<file path="src/rtl/logic_unit_stream_stage.sv">
// Stream front-end for the logical unit: assembles A and B from narrow beats,
// applies AND/OR/XOR/XNOR, and offers the registered result with zero/parity flags.
module logic_unit_stream_stage #(
    parameter int unsigned WIDTH = 32,
    parameter int unsigned BUS_W = 8
) (
    input  logic             clk,
    input  logic             rst_n,
    input  logic             in_valid,
    output logic             in_ready,
    input  logic [BUS_W-1:0] in_data,
    input  logic [1:0]       in_op,
    output logic             out_valid,
    input  logic             out_ready,
    output logic [WIDTH-1:0] out_result,
    output logic             out_zero,
    output logic             out_parity,
    output logic             busy
);

    localparam int unsigned BEATS = WIDTH / BUS_W;
    localparam int unsigned CNT_W = (BEATS > 1) ? $clog2(BEATS) : 1;
    localparam logic [CNT_W-1:0] LAST_BEAT = CNT_W'(BEATS - 1);

    typedef enum logic [1:0] {
        LOAD_A = 2'b00,
        LOAD_B = 2'b01,
        EXEC   = 2'b10,
        OUT    = 2'b11
    } state_t;

    typedef enum logic [1:0] {
        OP_AND  = 2'b00,
        OP_OR   = 2'b01,
        OP_XOR  = 2'b10,
        OP_XNOR = 2'b11
    } op_t;

    state_t           state, state_d;
    logic [CNT_W-1:0] cnt, cnt_d;
    logic [WIDTH-1:0] a, a_d;
    logic [WIDTH-1:0] b, b_d;
    op_t              op, op_d;
    logic             valid_d;
    logic [WIDTH-1:0] result_d;
    logic             zero_d;
    logic             parity_d;
    logic             ready_d;
    logic             busy_d;
    logic             beat;
    logic [WIDTH-1:0] res;

    // Bitwise operation on the assembled operands
    always_comb begin
        res = '0;
        case (op)
            OP_AND:  res = a & b;
            OP_OR:   res = a | b;
            OP_XOR:  res = a ^ b;
            OP_XNOR: res = ~(a ^ b);
            default: res = '0;
        endcase
    end

    // Next-state and next-output logic
    always_comb begin
        state_d  = state;
        cnt_d    = cnt;
        a_d      = a;
        b_d      = b;
        op_d     = op;
        valid_d  = out_valid;
        result_d = out_result;
        zero_d   = out_zero;
        parity_d = out_parity;
        beat     = in_valid && in_ready;

        case (state)
            LOAD_A: begin
                if (beat) begin
                    a_d[cnt * BUS_W +: BUS_W] = in_data;
                    if (cnt == '0) begin
                        op_d = op_t'(in_op);
                    end
                    if (cnt == LAST_BEAT) begin
                        cnt_d   = '0;
                        state_d = LOAD_B;
                    end else begin
                        cnt_d = cnt + CNT_W'(1);
                    end
                end
            end
            LOAD_B: begin
                if (beat) begin
                    b_d[cnt * BUS_W +: BUS_W] = in_data;
                    if (cnt == LAST_BEAT) begin
                        cnt_d   = '0;
                        state_d = EXEC;
                    end else begin
                        cnt_d = cnt + CNT_W'(1);
                    end
                end
            end
            EXEC: begin
                result_d = res;
                zero_d   = ~|res;
                parity_d = ^res;
                valid_d  = 1'b1;
                state_d  = OUT;
            end
            OUT: begin
                // Handoff cycle never accepts input; loading resumes next cycle
                if (out_ready) begin
                    valid_d = 1'b0;
                    cnt_d   = '0;
                    state_d = LOAD_A;
                end
            end
            default: begin
                state_d = LOAD_A;
                cnt_d   = '0;
            end
        endcase

        ready_d = (state_d == LOAD_A) || (state_d == LOAD_B);
        busy_d  = !((state_d == LOAD_A) && (cnt_d == '0));
    end

    // State, operand and output registers
    always_ff @(posedge clk or negedge rst_n) begin
        if (!rst_n) begin
            state      <= LOAD_A;
            cnt        <= '0;
            a          <= '0;
            b          <= '0;
            op         <= OP_AND;
            out_valid  <= 1'b0;
            out_result <= '0;
            out_zero   <= 1'b0;
            out_parity <= 1'b0;
            in_ready   <= 1'b1;
            busy       <= 1'b0;
        end else begin
            state      <= state_d;
            cnt        <= cnt_d;
            a          <= a_d;
            b          <= b_d;
            op         <= op_d;
            out_valid  <= valid_d;
            out_result <= result_d;
            out_zero   <= zero_d;
            out_parity <= parity_d;
            in_ready   <= ready_d;
            busy       <= busy_d;
        end
    end

endmodule

</file>
<file path="config.mk">
export PLATFORM = sky130hd
export DESIGN_NAME = logic_unit_stream_stage
export DESIGN_NICKNAME = d
export VERILOG_FILES = /design/src/rtl/logic_unit_stream_stage.sv
export SDC_FILE = /design/constraint.sdc
export NUM_CORES = 1
export LEC_CHECK = 0
export CELL_PAD_IN_SITES_DETAIL_PLACEMENT = 0
export CELL_PAD_IN_SITES_GLOBAL_PLACEMENT = 1
export CORE_MARGIN = 5
export CORE_UTILIZATION = 35
export DETAILED_ROUTE_END_ITERATION = 7
export DONT_BUFFER_PORTS = 1
export GPL_TIMING_DRIVEN = 0
export PLACE_DENSITY = 0.57
export SLEW_MARGIN = 20
export SYNTH_ARGS = -nofsm -noshare
export SYNTH_HDL_FRONTEND = slang
export SYNTH_SLANG_ARGS = --single-unit
</file>
<file path="constraint.sdc">
create_clock -name clk -period 5.85 [get_ports clk]
set_input_delay 0.8775 -clock clk [delete_from_list [all_inputs] [get_ports clk]]
set_output_delay 0.8775 -clock clk [all_outputs]
set_load 0.01 [all_outputs]
</file>
==> results.md <==
* Status: finished clean
* Clk buf depth at 2
* Worst hold path type: input port to async pin
* Most common cell after layout, fill and taps aside: nand2_1
* Post-Syn Nets at just over 800
* Clock root cell: clkbuf_16
* Worst Setup End Kind: flip-flop
* DP Area at roughly 0.0071 sq mm
* Routability cong. at roughly 0.75
* Vias in the first global route at ~4.8k
* Max cap viols at 0
* Final WL at around 17,000 um
* Synth area leaders: dfrtp_1 39%, ha_1 16%, nand2_1 7.6%
* Fill cells at 1,900
* Drc violations at 0
* Layout area overhead at 9.56%
* Total CTS buffers at 9
* CP required at roughly 6.1 ns
* Kind of critical path: flip-flop to flip-flop
* Num Clock Sinks at 107
* Die area at roughly 0.022 sq mm
* Die H at ~150 um
* # resized after CTS at 0
* Setup TNS at 0 ns
* DR WL/cell at approximately 17 um
* P_leak at approximately 3.4 nW
* CTS Hold Bufs at 0
* Die X at 149 um
* Initial antenna violation count at 1
* Largest net degree at the start of global routing at 108
* Initial DRT Pass Iterations at 4
* Critical Path Source: op[1]
* # Post-CTS Setup Buffers at 0
* Highest clock rate at around 0.36 GHz
* Slew HR at 57.2%
* Post-route minimum period at roughly 2.8 ns
* Initial DRC count at around 220
* Finished Core Util at 39.2%
* Cell Area, Synth at 0.00674 sq mm
* Worst hold slack at around 0.21 ns
* Crit Path Max Fanout at 10
* Synthesized flop and latch total at 107
* Final setup fails at 0
* Antenna viol nets, final at 0
* Syn Inst Count at roughly 730
* First-pass GRT wire length at 27,500 um
* CP max stage cell: clkbuf_1
* Clk_lat worst skew at ~0.35 ns
* CP Buf/Inv Count at 2
* Max IR drop VDD at 0.348 mV
* Total number of yosys warnings at 0
* Startpoint Class: flip-flop
* Unrepaired setup endpoints after global routing: no
* IO buf count at 0
* Post-DR vias/cell at 4.68
* Layout cell share with drive strength beyond 1 at under 10%
* Max H-tree Level at 3
* Cell variety after synth at 37
* Final Hold Fails at 0
* Crit path max-delay family: XOR/XNOR gates
* Pwr/cell area at approximately 680 mW/mm^2
* Total track usage at 16.3%
* Clock-pin transition on the worst setup and hold timing paths at ~0.080 ns
* I/O pin count at a little over 50
* FP Rows at 50
* Largest stage delay, worst path at around 0.42 ns
* CP cell instances: clkbuf_1 -> buf_2 -> nand2_1 -> o21ai_1 -> ha_1 -> xor2_1 -> xnor2_1 -> xnor2_1 -> xnor2_1 -> o21ai_0
* Least-Margin Pin Slew at ~0.64 ns
* Total Power at 5.00 mW
* Yosys top cell by area: dfrtp_1
* Vias at ~4.7k
* Most frequent cells in the layout: 136 x nand2_1, 106 x dfrtp_1, 98 x inv_1
* Grt ovf at 0
* Top-area cell type share of the netlist area at approximately two fifths
* Worst path most repeated cell: xnor2_1
* Worst clock skew at approximately 0.01 ns
* Final Cycle Share at around half
* Crit Reg-Reg Startpoint: op[1]
* Crit path arrival time at between 3 and 4 ns
* Pins Over Slew Limit at 0
* CTS tree: built
* DP Wirelength at between 10,000 and 15,000 um
* Avg Inst Size Synth at 9.21 sq um
* Core area at between 0.015 and 0.02 sq mm
* Number of inserted diodes at 0
* Final instance area at ~0.0074 sq mm
* Sequential area share after synthesis at 39.8%
* Layout Nets at about 840
* Initial core utilization at between 30% and 40%
synth_stat cells (all sizes together):
| cell | number |
|---|---|
| nand2b | 11 |
| ha | 85 |
| nor3b | 2 |
| a22o | 1 |
| o21ai | 113 |
| xnor2 | 45 |
| xor2 | 3 |
| or4 | 1 |
| o21a | 1 |
| inv | 98 |
| nor2b | 1 |
| mux2i | 31 |
| mux2 | 18 |
| and2 | 3 |
| dfstp | 1 |
| clkbuf | 8 |
| dfrtp | 106 |
| nand3 | 3 |
| a211oi | 1 |
| nand4 | 5 |
| or3 | 1 |
| nand4b | 2 |
| nor2 | 31 |
| buf | 23 |
| nand2 | 137 |
| a21oi | 1 |
path summary, 6_finish.rpt:
path	to	slack [ns]	cells past startpoint
worst max register to register	out_parity	3.04	10
worst min-delay path	out_result[2]	0.21	0
min in group clk	b[7]	0.51	2
max in group asynchronous	in_ready	5.42	0
worst max-delay path	out_parity	3.04	10
worst min register to register	b[7]	0.51	2
power by group:
part           internal [mW]  switching, mW  total (mW)
logic                   1.36           1.70        3.06
clock network          0.377          0.289       0.666
registers               1.02          0.252        1.27
total                   2.76           2.24        5.00
flip-flops by register name, summed over array words and instances (netlist names):
register    count
cnt             2
b              32
in_ready        1
out_parity      1
out_zero        1
busy            1
a              32
op              2
out_result     32
state           2
out_valid       1
cell families (layout without fill, tap and decap cells):
| group | Yosys count | in the layout | share of synthesized area, % |
|---|---|---|---|
| AND/OR/NAND/NOR | 197 | 197 | 13.4 |
| buffers and inverters | 129 | 145 | 8.39 |
| AO/OA/AOI/OAI | 117 | 117 | 8.82 |
| flip-flops | 107 | 107 | 39.8 |
| adder cells (fa/ha/maj) | 85 | 85 | 15.8 |
| multiplexers | 49 | 49 | 7.61 |
| XOR/XNOR | 48 | 48 | 6.24 |
through the flow:
| stage | setup WS [ns] | std cells |
|---|---|---|
| after global placement | 2.99 | 992 |
| final | 3.04 | 1008 |
| after CTS | 2.98 | 1008 |
| after floorplan | 3.72 | 732 |
| after global routing | 2.87 | 1008 |
| after detailed placement | 3.00 | 992 |
area by class of cell:
class | instances | area [sq um] | share of cell area (%)
buffer | 31 | 198 | 2.68
clock buffer | 10 | 229 | 3.10
clock inverter | 6 | 90.1 | 1.22
inverter | 98 | 368 | 4.98
multi-input combinational | 496 | 3490 | 47.3
sequential | 107 | 2680 | 36.3
tap | 260 | 325 | 4.41
worst register-to-register path: stages (launching register included):
cell and delay (ns):
dfrtp_1 0.34, clkbuf_1 0.42, buf_2 0.38, nand2_1 0.08, o21ai_1 0.23, ha_1 0.31, xor2_1 0.29, xnor2_1 0.14
xnor2_1 0.28, xnor2_1 0.15, o21ai_0 0.08
per-layer routing:
layer / vias to the layer above / GRT usage, % / wire length [um]
met4: 2 / 4.30 / 246
li1: 2361 / - / -
met1: 2265 / 22.2 / 8200
met5: - / 0 / 20
met3: 16 / 2.77 / 697
met2: 74 / 26.9 / 7960
No activity file was read; power rests on OpenSTA's default activity.
